==> src/rtl/poly_arith_pkg.sv <==
// rtl/poly_arith_pkg.sv - shared ML-KEM coefficient types, constants and sequencer state encoding
package poly_arith_pkg;

    localparam int Q       = 3329;
    localparam int N_COEFF = 256;

    typedef logic [11:0] coeff_t;
    typedef logic [7:0]  poly_idx_t;

    typedef enum logic [1:0] {
        ST_IDLE  = 2'd0,
        ST_RUN   = 2'd1,
        ST_DRAIN = 2'd2,
        ST_DONE  = 2'd3
    } seq_state_t;

    function automatic logic coeff_in_range(input coeff_t c);
        return (c < coeff_t'(Q));
    endfunction

endpackage

==> src/rtl/poly_valid_delay.sv <==
// rtl/poly_valid_delay.sv - clearable shift register aligning read enable with returned RAM data
module poly_valid_delay #(
    parameter int DEPTH = 1
) (
    input  logic clk,
    input  logic rst_n,
    input  logic din,
    output logic dout
);

    logic [DEPTH-1:0] r_pipe;

    always_ff @(posedge clk or negedge rst_n) begin
        if (!rst_n) begin
            r_pipe <= '0;
        end else begin
            r_pipe[0] <= din;
            for (int i = 1; i < DEPTH; i++) begin
                r_pipe[i] <= r_pipe[i-1];
            end
        end
    end

    assign dout = r_pipe[DEPTH-1];

endmodule

==> src/rtl/poly_addsub_seq.sv <==
// rtl/poly_addsub_seq.sv - streams coefficient pairs to the mod add/sub unit and writes results back
// Optional range check on RAM data: POLY_ADDSUB_RANGE_CHK_EN
module poly_addsub_seq
    import poly_arith_pkg::*;
#(
    parameter int N      = N_COEFF,
    parameter int RD_LAT = 1,
    parameter int AS_LAT = 2
) (
    input  logic                 clk,
    input  logic                 rst_n,
    input  logic                 start_i,
    input  logic                 is_sub_i,
    output logic                 busy_o,
    output logic                 done_o,
    output logic                 rd_en_o,
    output logic [$clog2(N)-1:0] rd_addr_o,
    input  logic [11:0]          a_rdata_i,
    input  logic [11:0]          b_rdata_i,
    output logic [11:0]          op1_o,
    output logic [11:0]          op2_o,
    output logic                 is_sub_o,
    output logic                 valid_o,
    input  logic [11:0]          res_i,
    input  logic                 res_valid_i,
    output logic                 wr_en_o,
    output logic [$clog2(N)-1:0] wr_addr_o,
    output logic [11:0]          wr_data_o
`ifdef POLY_ADDSUB_RANGE_CHK_EN
    ,
    output logic                 err_o
`endif
);

    localparam int AW        = $clog2(N);
    localparam int CW        = AW + 1;
    // Results are all back RD_LAT+AS_LAT+2 cycles into DRAIN; beyond this the unit is presumed lost.
    localparam int DRAIN_MAX = RD_LAT + AS_LAT + 4;
    localparam int DW        = $clog2(DRAIN_MAX + 1);

    seq_state_t     r_state;
    logic [AW-1:0]  r_rd_cnt;
    logic [CW-1:0]  r_wr_cnt;
    logic [DW-1:0]  r_drain_cnt;
    logic           r_busy;
    logic           r_done;
    logic           r_rd_en;
    logic [AW-1:0]  r_rd_addr;
    logic           r_is_sub;
    logic           r_wr_en;
    logic [AW-1:0]  r_wr_addr;
    coeff_t         r_wr_data;
    logic           w_valid;
    logic           w_capture;
    logic           w_start;

    assign w_start   = (r_state == ST_IDLE) && start_i;
    assign w_capture = res_valid_i && ((r_state == ST_RUN) || (r_state == ST_DRAIN));

    poly_valid_delay #(.DEPTH(RD_LAT)) u_valid_delay (
        .clk   (clk),
        .rst_n (rst_n),
        .din   (r_rd_en),
        .dout  (w_valid)
    );

    always_ff @(posedge clk or negedge rst_n) begin
        if (!rst_n) begin
            r_state     <= ST_IDLE;
            r_rd_cnt    <= '0;
            r_wr_cnt    <= '0;
            r_drain_cnt <= '0;
            r_busy      <= 1'b0;
            r_done      <= 1'b0;
            r_rd_en     <= 1'b0;
            r_rd_addr   <= '0;
            r_is_sub    <= 1'b0;
            r_wr_en     <= 1'b0;
            r_wr_addr   <= '0;
            r_wr_data   <= '0;
        end else begin
            r_done  <= 1'b0;
            r_wr_en <= 1'b0;
            if (w_capture) begin
                r_wr_en   <= 1'b1;
                r_wr_data <= res_i;
                r_wr_addr <= r_wr_cnt[AW-1:0];
                r_wr_cnt  <= r_wr_cnt + CW'(1);
            end
            case (r_state)
                ST_IDLE: begin
                    r_rd_en <= 1'b0;
                    if (start_i) begin
                        r_state  <= ST_RUN;
                        r_busy   <= 1'b1;
                        r_is_sub <= is_sub_i;
                        r_rd_cnt <= '0;
                        r_wr_cnt <= '0;
                    end
                end
                ST_RUN: begin
                    r_rd_en   <= 1'b1;
                    r_rd_addr <= r_rd_cnt;
                    if (r_rd_cnt == AW'(N - 1)) begin
                        r_state     <= ST_DRAIN;
                        r_drain_cnt <= '0;
                    end else begin
                        r_rd_cnt <= r_rd_cnt + AW'(1);
                    end
                end
                ST_DRAIN: begin
                    r_rd_en     <= 1'b0;
                    r_drain_cnt <= r_drain_cnt + DW'(1);
                    if (r_wr_cnt == CW'(N)) begin
                        r_state <= ST_DONE;
                        r_busy  <= 1'b0;
                        r_done  <= 1'b1;
                    end else if (r_drain_cnt == DW'(DRAIN_MAX)) begin
                        r_state <= ST_IDLE;
                        r_busy  <= 1'b0;
                    end
                end
                ST_DONE: begin
                    r_state <= ST_IDLE;
                end
                default: begin
                    r_state <= ST_IDLE;
                    r_busy  <= 1'b0;
                    r_rd_en <= 1'b0;
                end
            endcase
        end
    end

`ifdef POLY_ADDSUB_RANGE_CHK_EN
    logic r_err;

    always_ff @(posedge clk or negedge rst_n) begin
        if (!rst_n) begin
            r_err <= 1'b0;
        end else if (w_start) begin
            r_err <= 1'b0;
        end else if (w_valid && (!coeff_in_range(a_rdata_i) || !coeff_in_range(b_rdata_i))) begin
            r_err <= 1'b1;
        end
    end

    assign err_o = r_err;
`endif

    assign busy_o    = r_busy;
    assign done_o    = r_done;
    assign rd_en_o   = r_rd_en;
    assign rd_addr_o = r_rd_addr;
    assign op1_o     = a_rdata_i;
    assign op2_o     = b_rdata_i;
    assign is_sub_o  = r_is_sub;
    assign valid_o   = w_valid;
    assign wr_en_o   = r_wr_en;
    assign wr_addr_o = r_wr_addr;
    assign wr_data_o = r_wr_data;

endmodule

==> config.mk <==
export PLATFORM = sky130hd
export DESIGN_NAME = poly_addsub_seq
export DESIGN_NICKNAME = d
export VERILOG_FILES = /design/src/rtl/poly_arith_pkg.sv /design/src/rtl/poly_valid_delay.sv /design/src/rtl/poly_addsub_seq.sv
export SDC_FILE = /design/constraint.sdc
export NUM_CORES = 1
export LEC_CHECK = 0
export BUFFER_PORTS_ARGS = -buffer_cell sky130_fd_sc_hd__buf_2
export CORE_MARGIN = 1.5
export CORE_UTILIZATION = 49
export DETAILED_ROUTE_END_ITERATION = 8
export GPL_ROUTABILITY_DRIVEN = 0
export HOLD_SLACK_MARGIN = 0.15
export PLACE_DENSITY = 0.79
export REMOVE_ABC_BUFFERS = 1
export SLEW_MARGIN = 25
export SYNTH_ARGS = -nofsm -noshare
export SYNTH_HDL_FRONTEND = slang
export SYNTH_SLANG_ARGS = --single-unit
export TNS_END_PERCENT = 1
==> constraint.sdc <==
create_clock -name clk -period 2.1 [get_ports clk]
set_input_delay 0.63 -clock clk [delete_from_list [all_inputs] [get_ports clk]]
set_output_delay 0.63 -clock clk [all_outputs]
set_load 0.05 [all_outputs]
### After elaboration in Yosys (flattened, before gate mapping)

Cells that the tools add are included.

| cells by class | value |
|---|---|
| reduce and logical (&&, ||, !) cells | 13 |
| add/subtract/negate cells | 3 |
| mux-type cells | 21 |
| equality and inequality tests | 10 |

Operators by type and width:

| operator | count |
|---|---|
| $mux 9 | 3 |
| $mux 8 | 2 |
| $pmux 8 s2 | 1 |
| $add 9x1->9 const B | 1 |
| $eq 9x9->1 const B | 1 |
| $reduce_and 3->1 | 3 |
| $add 8x1->8 const B | 1 |
| $eq 8x8->1 const B | 1 |
| $mux 2 | 4 |
| $pmux 2 s4 | 1 |
| $reduce_bool 2->1 | 4 |
| $mux 1 | 6 |
| $pmux 3 s2 | 1 |
| $eq 2x2->1 const B | 2 |
| $ne 2x2->1 const B | 2 |
| $pmux 1 s2 | 2 |
| $reduce_and 2->1 | 2 |
| $add 3x1->3 const B | 1 |
| $eq 3x3->1 const B | 1 |
| $mux 3 | 1 |
| $ne 3x1->1 const B | 1 |
| $eq 2x1->1 const B | 1 |
| $logic_not 2->1 | 1 |
| $ne 2x1->1 const B | 1 |
| other kinds (3) | 3 |

| storage, ports and cells | value |
|---|---|
| input bits | 41 |
| output and inout port bits | 58 |
| word-level logic and storage cells | 60 |
| bits in registers | 56 |

### Depth between registers and ports, before layout

Gate-level depths: netlist of the first run.

| depth | value |
|---|---|
| depth after elaboration | 6 |
| mapped depth | 7 |

### By module

A second synthesis of the first run with hierarchy kept.

| unflattened totals | value |
|---|---|
| cells, all modules | 233 |
| area, all modules | 2692.6 sq um |

Modules (own cells, without submodules):

| module | times used | cells an instance | area an instance (sq um) |
|---|---|---|---|
| poly_addsub_seq | 1 | 232 | 2667.6 |
| poly_valid_delay | 1 | 1 | 25.0 |

### Least setup slack after synthesis of the first run

OpenSTA, ideal clock, no wires.

| path | value |
|---|---|
| path kind | flip-flop to flip-flop |
| from | reg r_state[0] |
| to | reg r_rd_cnt[7] |
| period minus slack after synthesis | 1720 ps |
| setup slack | 380 ps |
| data arrival time | 1642 ps |
| setup time | 78 ps |
| required time | 2022 ps |
| path buffers | 1 |
| cell stages (with the launch flop) | 8 |
| path through | dfrtp_1 -> inv_1 -> ha_1 -> mux2_4 -> o31ai_2 -> buf_6 -> or4_1 -> a21oi_1 |

| on the way | value |
|---|---|
| word-level cells in the longest chain between the ends | 3 |
| elaborated cells between the ends (all ways) | 7 |
| classes of those cells | eq/ne: 3; mux: 1; reduce/logical: 3 |

Ends and longest elaborated chain:

| element | RTL line | RTL |
|---|---|---|
| from (decl) | poly_addsub_seq.sv:41 | `seq_state_t r_state;` |
| from (signal assigned) | poly_addsub_seq.sv:69 | `r_state <= ST_IDLE;` |
| from (signal assigned) | poly_addsub_seq.sv:94 | `r_state <= ST_RUN;` |
| from (signal assigned) | poly_addsub_seq.sv:105 | `r_state <= ST_DRAIN;` |
| $eq 2x1->1 / $logic_not 2->1 (equally long branches) | poly_addsub_seq.sv:90 | `case (r_state)` |
| $ne 2x2->1 (no line) / $reduce_bool 2->1 (equally long branches) | -- |  |
| $reduce_and 3->1 (no line) | -- |  |
| to (signal assigned) | poly_addsub_seq.sv:108 | `r_rd_cnt <= r_rd_cnt + AW'(1);` |
| to (decl) | poly_addsub_seq.sv:42 | `logic [AW-1:0] r_rd_cnt;` |

Several ways; a longest one is shown, not always the timed one.
A chain may end at the register's enable or synchronous reset.

### Worst setup path after layout of the first run

| path | value |
|---|---|
| from | reg r_state[0] |
| to | reg r_rd_cnt[5] |

Same word-level chain as after synthesis.

==> results.py, run 1 <==
metrics = {
    "setup_path": {
        "crit_slowest_cell": "or4_1",
        "crit_chain": "inv_1 -> ha_1 -> mux2_4 -> o31ai_2 -> or4_1 -> a21oi_1",
        "cp_num_buf_inv": 1,
        "critical_path.max_fanout": 11,
        "criticalPathCategory": "flip-flop to flip-flop",
        "cpPeakStageDelay_ns": 0.43,
        "critPathLaunchType": "flip-flop",
        "setup.worst_path.end_class": "flip-flop",
        "path_delay_family": "simple AND/OR/NAND/NOR gates",
        "crit_arrival_ns": 2.09,
        "required_ns": 2.34,
    },
    "timing": {
        "slew_headroom": 0.5423,
        "fin_setup_tns_ns": 0,
        "period_share": 0.8816,
        "final_max_slew_viol_count": 0,
        "finalHoldViolCount": 0,
        "skew_ns": 0.006283,
        "holdWs_ns": 0.2995,
        "finalSetupViolCount": 0,
        "rsz0062_at_grt": "false",
        "period_minus_slack_ns": 1.851,
        "tightestPinTransition_ns": 0.6824,
        "fmax_ghz": 0.5402,
    },
    "final_layout": {
        "diodes": 0,
        "final_util": 0.5760,
        "drive_above_1_share": 0.3444,
        "fin_cells": 340,
        "final_area_um2": 2998,
        "syn2layout_area_growth_pct": 10.87,
        "fin_nets": 319,
    },
    "floorplan": {
        "start_util": 0.5195,
        "die_w_um": 77.29,
        "fp.coreArea_um2": 5205,
        "fp.dieH_um": 77.29,
        "num_rows": 26,
        "dieArea_um2": 5973,
        "io-pin-count": 99,
    },
    "flow_run": {
        "cap_violations": 0,
    },
    "clocking": {
        "clk_latency_ns": 0.30,
        "cts_resized": 0,
        "cts.sinks": 56,
        "clk_pin_slew_ns": 0.10,
        "ctsLongestPathBuffers": 2,
        "ctsHoldBuffers": 0,
        "cts_setup_buffers": 0,
        "cts_tree": "built",
        "h-tree-depth": 2,
        "cts.root.buffer_cell": "clkbuf_8",
        "numCtsBuffers": 5,
    },
    "yosys": {
        "yosys-top-cells-count": "dfrtp_1 (56), mux2_2 (25), buf_4 (24), nand2_1 (21), nor2_1 (11)",
        "synth_edf_count": 0,
        "synth_area_leader_cell": "dfrtp_1",
        "ys.flop_type": "dfrtp_1",
        "ys_warn_count": 0,
        "ys_ff_latch": 56,
        "synth_area_per_cell_um2": 11.36,
        "synth-compound-area-share": 0.07959,
        "asyncSetResetFlopFracSynth": 1.000,
        "seq_area_frac_synth": 0.5183,
        "syn_area_um2": 2704,
        "ys_top_cells_by_area": "dfrtp_1 (52%), mux2_2 (10%), buf_4 (6.7%), ha_1 (4.2%), nand2_1 (2.9%)",
        "synth.most_common_cell": "dfrtp_1",
        "synthAdderAreaFrac": 0.04165,
        "synth_top_family_by_area": "simple AND/OR/NAND/NOR gates",
        "synth-simple-area-share": 0.1236,
        "ys_types": 44,
        "synthMuxAreaShare": 0.1171,
        "synth_cells": 238,
        "synthXorXnorAreaFrac": 0.02915,
        "synth_top_area_share": 0.5183,
    },
    "route": {
        "first_pass_iters": 4,
        "wire_per_inst_um": 15.68,
        "detail_route.vias_per_cell": 5.568,
        "drc": 0,
        "postRouteAntennaNets": 0,
        "finalWirelength_um": 5330,
        "vias": 1893,
        "initialDrtViolationCount": 63,
    },
    "place": {
        "dp.cells": 332,
        "portBuffers": 50,
        "dp_hpwl_um": 3907,
        "placed_area_um2": 2877,
    },
    "pwr": {
        "power_density_nw_per_um2": 903.6,
        "p_leak_nw": 1.373,
        "irDropWorstVdd_mv": 0.5098,
    },
    "global_route": {
        "grt_pass1_wl_um": 8804,
        "grt_max_degree": 57,
        "grt_pass1_vias": 1900,
        "grtUsageTotal": 0.1903,
        "overflow": 0,
        "antenna_found_initial": 0,
    },
    "worst_hold_path": {
        "hp-class": "input pin to async pin",
    },
    "outcome": {
        "status": "completed",
    },
}
==> cells by family after synthesis <==
family,count (synthesis)
DFF,56
AOI/OAI and AO/OA,33
muxes,28
xor gates and xnor gates,9
buffers and inverters,39
and+or+nand+nor,64
adders and majority gates,9
==> state kept, by name, summed over array words and instances (netlist names) <==
register / cells
rd_en_o: 1
done_o: 1
u_valid_delay.dout: 1
wr_addr_o: 8
rd_addr_o: 8
wr_data_o: 12
wr_en_o: 1
r_drain_cnt: 3
busy_o: 1
r_state: 2
r_wr_cnt: 9
r_rd_cnt: 8
is_sub_o: 1
==> cells in the final DEF, fill, tap and decap left out, drive strengths merged, types with 2 or more instances in the layout <==
master | synthesis | routed
mux2 | 26 | 26
nand4 | 6 | 6
o31ai | 4 | 4
xnor2 | 2 | 2
ha | 9 | 9
or3 | 2 | 2
nand2 | 21 | 21
clkinv | 1 | 2
xor2 | 7 | 7
o21ai | 10 | 10
and3 | 2 | 2
o211ai | 3 | 3
buf | 27 | 55
or4 | 2 | 2
nand3 | 8 | 8
nor4 | 2 | 2
inv | 7 | 7
mux2i | 2 | 2
nor3 | 2 | 2
dfrtp | 56 | 56
nor2 | 11 | 11
a21oi | 9 | 9
clkbuf | 4 | 6
==> stage by stage <==
step                setup slack (ns)  power [mW]
floorplan                     0.1129       1.806
global placement              0.3502       1.980
detailed placement            0.2640       2.000
CTS                           0.2446       2.737
global route                 0.04223       2.843
finish                        0.2487       2.709
==> layout make-up <==
type / instances / area, um^2
clock buffers: 6 / 82.58
clock inverters: 2 / 38.79
fillers: 457 / 2207
inverters: 8 / 30.03
multi-input cells: 143 / 1057
flip-flops and latches: 56 / 1401
well taps: 70 / 87.58
repair buffers: 55 / 300.3
==> per-layer routing <==
metal | vias up | GRT usage | routed length (um)
met5 | - | 0.03636 | 0
met4 | 0 | 0.06182 | 53
met3 | 5 | 0.08452 | 490
met2 | 85 | 0.2772 | 2415
met1 | 932 | 0.2500 | 2371
li1 | 871 | - | -
==> worst paths after layout <==
| path | startpoint | endpoint | slack (ns) | cells after the start |
|---|---|---|---|---|
| min | rst_n | is_sub_o | 0.30 | 2 |
| min reg2reg | rd_en_o | u_valid_delay.dout | 0.40 | 0 |
| min in group clk | rd_en_o | u_valid_delay.dout | 0.40 | 0 |
| max reg2reg | r_state[0] | r_rd_cnt[5] | 0.25 | 6 |
| max in group asynchronous | rst_n | rd_en_o | 1.54 | 2 |
| max | r_state[0] | r_rd_cnt[5] | 0.25 | 6 |
==> report_power, final <==
group	switching, mW	total (mW)	internal (mW)
logic	0.445	0.640	0.195
registers	0.125	1.34	1.21
clock network	0.342	0.733	0.390
(Power assumes the default switching activity.)
==> run 2: changes to the inputs <==
--- a/config.mk
+++ b/config.mk
@@ -16,5 +16,6 @@
 export SLEW_MARGIN = 25
 export SYNTH_ARGS = -nofsm -noshare
 export SYNTH_HDL_FRONTEND = slang
+export SYNTH_HIERARCHICAL = 1
 export SYNTH_SLANG_ARGS = --single-unit
 export TNS_END_PERCENT = 1
==> results.py, run 2 <==
metrics = {
    "outcome": {
        "status": "completed",
    },
    "pwr": {
        "switching_power_mw": 1.971,
        "power_density_nw_per_um2": 1453,
        "irDropWorstVdd_mv": 0.9790,
        "totalPowerFinal_mw": 4.325,
        "intPower_mw": 2.354,
        "clockPowerShare": 0.142,
        "pwr-share-comb": 0.491,
        "pwr-share-seq": 0.368,
        "p_sw_frac": 0.4557,
        "p_leak_nw": 1.458,
    },
    "flow_run": {
        "cap_violations": 0,
    },
    "clocking": {
        "numCtsBuffers": 5,
        "ctsLongestPathBuffers": 2,
        "ctsHoldBuffers": 0,
        "h-tree-depth": 2,
        "clk_pin_slew_ns": 0.10,
        "clk_latency_ns": 0.31,
        "cts.root.buffer_cell": "clkbuf_8",
        "cts_setup_buffers": 0,
        "cts.sinks": 56,
        "cts_tree": "built",
    },
    "yosys": {
        "ys_top_cells_by_area": "dfrtp_1 (52%), mux2_2 (11%), buf_4 (7.0%), ha_1 (4.2%), xor2_1 (2.3%)",
        "synth_area_leader_cell": "dfrtp_1",
        "ys_types": 43,
        "asyncSetResetFlopFracSynth": 1.000,
        "synth.most_common_cell": "dfrtp_1",
        "synth_cells": 233,
        "yosys-top-cells-count": "dfrtp_1 (56), mux2_2 (27), buf_4 (25), nand2_1 (16), nor2_1 (13)",
        "synth_top_area_share": 0.5204,
        "synth_edf_count": 0,
        "seq_area_frac_synth": 0.5204,
        "synth_area_per_cell_um2": 11.56,
        "syn_area_um2": 2693,
        "ys_ff_latch": 56,
        "ys.flop_type": "dfrtp_1",
        "ys_warn_count": 6,
    },
    "route": {
        "wire_per_inst_um": 15.67,
        "vias": 1809,
        "postRouteAntennaNets": 0,
        "finalWirelength_um": 5264,
        "first_pass_iters": 4,
        "detail_route.vias_per_cell": 5.384,
        "initialDrtViolationCount": 98,
        "drc": 0,
    },
    "global_route": {
        "grt_pass1_vias": 1743,
        "grt_max_degree": 39,
        "grt_pass1_wl_um": 8700,
        "grtUsageTotal": 0.1889,
        "antenna_found_initial": 0,
        "overflow": 0,
    },
    "timing": {
        "holdWs_ns": 0.2606,
        "final_max_slew_viol_count": 0,
        "rsz0062_at_grt": "false",
        "finalHoldViolCount": 0,
        "slew_headroom": 0.6837,
        "finalSetupViolCount": 0,
        "skew_ns": 0.003907,
        "period_share": 0.9177,
        "fin_setup_tns_ns": 0,
        "tightestPinTransition_ns": 0.4744,
        "fmax_ghz": 0.5189,
        "period_minus_slack_ns": 1.927,
    },
    "final_layout": {
        "largest_reg_flops": 12,
        "diodes": 0,
        "syn2layout_area_growth_pct": 10.55,
        "drive_above_1_share": 0.3647,
        "fin_nets": 315,
        "final_cell_mix": "dfrtp_1 (56), buf_2 (50), mux2_2 (27)",
        "final_common_cell": "dfrtp_1",
    },
    "floorplan": {
        "fp.dieH_um": 77.13,
        "fp.coreArea_um2": 5205,
        "num_rows": 26,
        "io-pin-count": 99,
        "die_w_um": 77.13,
        "start_util": 0.5173,
        "dieArea_um2": 5949,
    },
    "setup_path": {
        "critPathLaunchType": "flip-flop",
        "crit_arrival_ns": 2.16,
        "cp_num_buf_inv": 1,
        "criticalPathCategory": "flip-flop to flip-flop",
        "setup.worst_path.end_class": "flip-flop",
        "crit_chain": "inv_1 -> ha_1 -> mux2_4 -> o31ai_4 -> or4_1 -> a21boi_1",
        "cpPeakStageDelay_ns": 0.49,
        "critical_path.max_fanout": 12,
        "path_delay_family": "simple AND/OR/NAND/NOR gates",
        "regToRegSetupSlack_ns": 0.17,
        "required_ns": 2.33,
        "crit_slowest_cell": "or4_1",
    },
    "worst_hold_path": {
        "hp-class": "input pin to async pin",
    },
    "place": {
        "dp_hpwl_um": 3867,
        "portBuffers": 50,
    },
}
run 2: per-stage QoR:
step                      setup WS (ns)    util  area (um^2)  instances
after floorplan                 0.08097       -         2479        202
after global routing            0.01795  0.5719         2977        336
after global placement           0.2526  0.5522         2874        328
final                            0.1729  0.5719         2977        336
after detailed placement         0.1606  0.5522         2874        328
after CTS                        0.1414  0.5702         2968        336
run 2: cell families after synthesis:
family,after synthesis,share of synthesized area
AOI/OAI and AO/OA,31,0.07853
xor gates and xnor gates,9,0.02928
adders and majority gates,9,0.04182
buffers and inverters,39,0.09061
DFF,56,0.5204
muxes,30,0.1259
and+or+nand+nor,59,0.1134
run 2: what timing repair did:
item / in CTS / in global routing
resized for setup: 0 / 1
hold endpoints to repair: 0 / 0
endpoints found under the setup margin: 0 / 2
run 2: path summary, 6_finish.rpt:
path                       startpoint            endpoint  depth (start not counted)
hold / removal                  rst_n        wr_addr_o[6]                          1
setup / recovery           r_state[1]         r_rd_cnt[7]                          6
setup reg to reg           r_state[1]         r_rd_cnt[7]                          6
hold reg to reg               rd_en_o  u_valid_delay/dout                          0
min in group clk              rd_en_o  u_valid_delay/dout                          0
max in group asynchronous       rst_n        wr_data_o[2]                          2
run 2: metal layers:
metal / GRT usage / wire (um) / share of wire
met4: 0.05455 / 67 / 0.013
met1: 0.2616 / 2516 / 0.48
met5: 0.03636 / 0 / 0
met3: 0.09167 / 465 / 0.088
met2: 0.2579 / 2214 / 0.42
run 2: cell type report:
class | instances | area (um^2)
repair buffers | 56 | 307.8
fillers | 470 | 2228
clock inverters | 1 | 7.507
flip-flops and latches | 56 | 1401
inverters | 8 | 30.03
well taps | 70 | 87.58
multi-input cells | 138 | 1056
clock buffers | 7 | 86.33
run 2: power by group through the flow:
| stage | combinational [mW] | sequential, mW | clock, mW |
|---|---|---|---|
| after detailed placement | 2.12 | 1.61 | 0 |
| final | 2.12 | 1.59 | 0.612 |
| after global routing | 2.27 | 1.64 | 0.673 |
| after global placement | 2.08 | 1.59 | 0 |
| after floorplan | 0.857 | 2.31 | 0 |
| after CTS | 2.12 | 1.59 | 0.622 |
==> run 3: changes to the inputs <==
--- a/config.mk
+++ b/config.mk
@@ -8,6 +8,7 @@
 export BUFFER_PORTS_ARGS = -buffer_cell sky130_fd_sc_hd__buf_2
 export CORE_MARGIN = 1.5
 export CORE_UTILIZATION = 49
+export CTS_BUF_LIST = sky130_fd_sc_hd__clkbuf_16
 export DETAILED_ROUTE_END_ITERATION = 8
 export GPL_ROUTABILITY_DRIVEN = 0
 export HOLD_SLACK_MARGIN = 0.15
==> results.py, run 3 (synthesized netlist as in run 2, its figures left out) <==
metrics = {
    "outcome": {
        "status": "completed",
    },
    "clocking": {
        "h-tree-depth": 2,
        "numCtsBuffers": 5,
        "ctsLongestPathBuffers": 2,
        "ctsHoldBuffers": 0,
        "cts_tree": "built",
        "clk_pin_slew_ns": 0.07,
        "clk_latency_ns": 0.29,
        "cts.sinks": 56,
        "cts.root.buffer_cell": "clkbuf_16",
    },
    "timing": {
        "fmax_ghz": 0.5215,
        "period_share": 0.9131,
        "finalSetupViolCount": 0,
        "slew_headroom": 0.6837,
        "final_max_slew_viol_count": 0,
        "tightestPinTransition_ns": 0.4701,
        "rsz0062_at_grt": "false",
        "skew_ns": 0.005062,
        "period_minus_slack_ns": 1.917,
        "finalHoldViolCount": 0,
        "fin_setup_tns_ns": 0,
    },
    "place": {
        "portBuffers": 50,
        "placed_area_um2": 2874,
        "dp.cells": 328,
        "dp_hpwl_um": 3867,
    },
    "final_layout": {
        "drive_above_1_share": 0.3609,
        "final_area_um2": 3023,
        "largest_reg_flops": 12,
        "fin_cells": 336,
        "fin_nets": 315,
        "final_common_cell": "dfrtp_1",
        "n_fill_cell": 469,
        "diodes": 0,
        "syn2layout_area_growth_pct": 12.27,
        "final_cell_mix": "dfrtp_1 (56), buf_2 (50), mux2_2 (27)",
    },
    "route": {
        "detail_route.vias_per_cell": 5.414,
        "first_pass_iters": 4,
        "drc": 0,
        "finalWirelength_um": 5342,
        "wire_per_inst_um": 15.90,
        "vias": 1819,
        "initialDrtViolationCount": 100,
        "postRouteAntennaNets": 0,
    },
    "setup_path": {
        "setup.worst_path.end_class": "flip-flop",
        "critical_path.max_fanout": 12,
        "reg2regPathDepth": 6,
        "required_ns": 2.30,
        "critPathLaunchType": "flip-flop",
        "crit_arrival_ns": 2.12,
        "criticalPathCategory": "flip-flop to flip-flop",
    },
    "floorplan": {
        "io-pin-count": 99,
        "start_util": 0.5173,
        "num_rows": 26,
        "dieArea_um2": 5949,
        "die_w_um": 77.13,
        "fp.coreArea_um2": 5205,
        "fp.dieH_um": 77.13,
    },
    "pwr": {
        "p_leak_nw": 1.483,
        "irDropWorstVdd_mv": 1.013,
        "power_density_nw_per_um2": 1494,
        "totalPowerFinal_mw": 4.516,
    },
    "global_route": {
        "grt_pass1_wl_um": 8825,
        "grtUsageTotal": 0.1917,
        "antenna_found_initial": 0,
        "overflow": 0,
        "grt_max_degree": 39,
        "grt_pass1_vias": 1767,
    },
    "flow_run": {
        "cap_violations": 0,
    },
    "worst_hold_path": {
        "hp-class": "input pin to async pin",
    },
}
run 3: changes by cell type in the layout (fill, tap and decap cells not counted), sizes merged:
| cell | change |
|---|---|
| inv | +1 |
| clkbuf | -2 |
| clkinv | +1 |
run 3: final cells by class:
cell class	count	area, um^2	area share
Clock buffer	5	125.1	0.04139
Clock inverter	3	15.01	0.004967
Inverter	8	30.03	0.009934
Multi-Input combinational cell	138	1056	0.3493
Sequential cell	56	1401	0.4636
Tap cell	70	87.58	0.02897
Timing Repair Buffer	56	307.8	0.1018
run 3: worst paths after layout:
| check | end | from | slack (ns) |
|---|---|---|---|
| max in group asynchronous | r_rd_cnt[7] | rst_n | 1.25 |
| hold / removal | wr_addr_o[0] | rst_n | 0.29 |
| setup reg to reg | r_rd_cnt[7] | r_state[0] | 0.18 |
| min in group clk | u_valid_delay/dout | rd_en_o | 0.40 |
| hold reg to reg | u_valid_delay/dout | rd_en_o | 0.40 |
| setup / recovery | r_rd_cnt[7] | r_state[0] | 0.18 |
run 3: per-stage QoR:
step / setup WS (ns) / utilization / hold WS [ns]
final: 0.1825 / 0.5808 / 0.2910
after global routing: 0.01911 / 0.5808 / 0.3190
after CTS: 0.1317 / 0.5791 / 0.3066
after detailed placement: 0.1606 / 0.5522 / 0.3910
after global placement: 0.2526 / 0.5522 / 0.3968
after floorplan: 0.08097 / - / 0.3344
run 3: worst max-delay path, cell delays in order, from the launching register on:
cell      delay [ns]
dfrtp_1         0.41
inv_1           0.11
ha_1            0.29
mux2_4          0.22
o31ai_4         0.12
or4_1           0.49
a21boi_1        0.19
run 3: layer usage:
layer  part of all wire  vias up  wire [um]  track usage
met5                  0        -          0      0.03636
met1               0.46      888       2483       0.2640
met4             0.0036        0         19      0.03818
met3              0.086        2        461      0.09524
li1                   -      860          -            -
met2               0.44       69       2377       0.2702
run 3: what timing repair did:
action	CTS	global route
resized for setup	0	1
setup endpoints to repair	0	2
buffers inserted	0	0
run 3: where the power goes:
group          leakage (nW)  internal [mW]  switching [mW]
combinational         0.686          0.706            1.42
sequential            0.728           1.38           0.212
clock                0.0687          0.434           0.358
total                  1.48           2.52            1.99
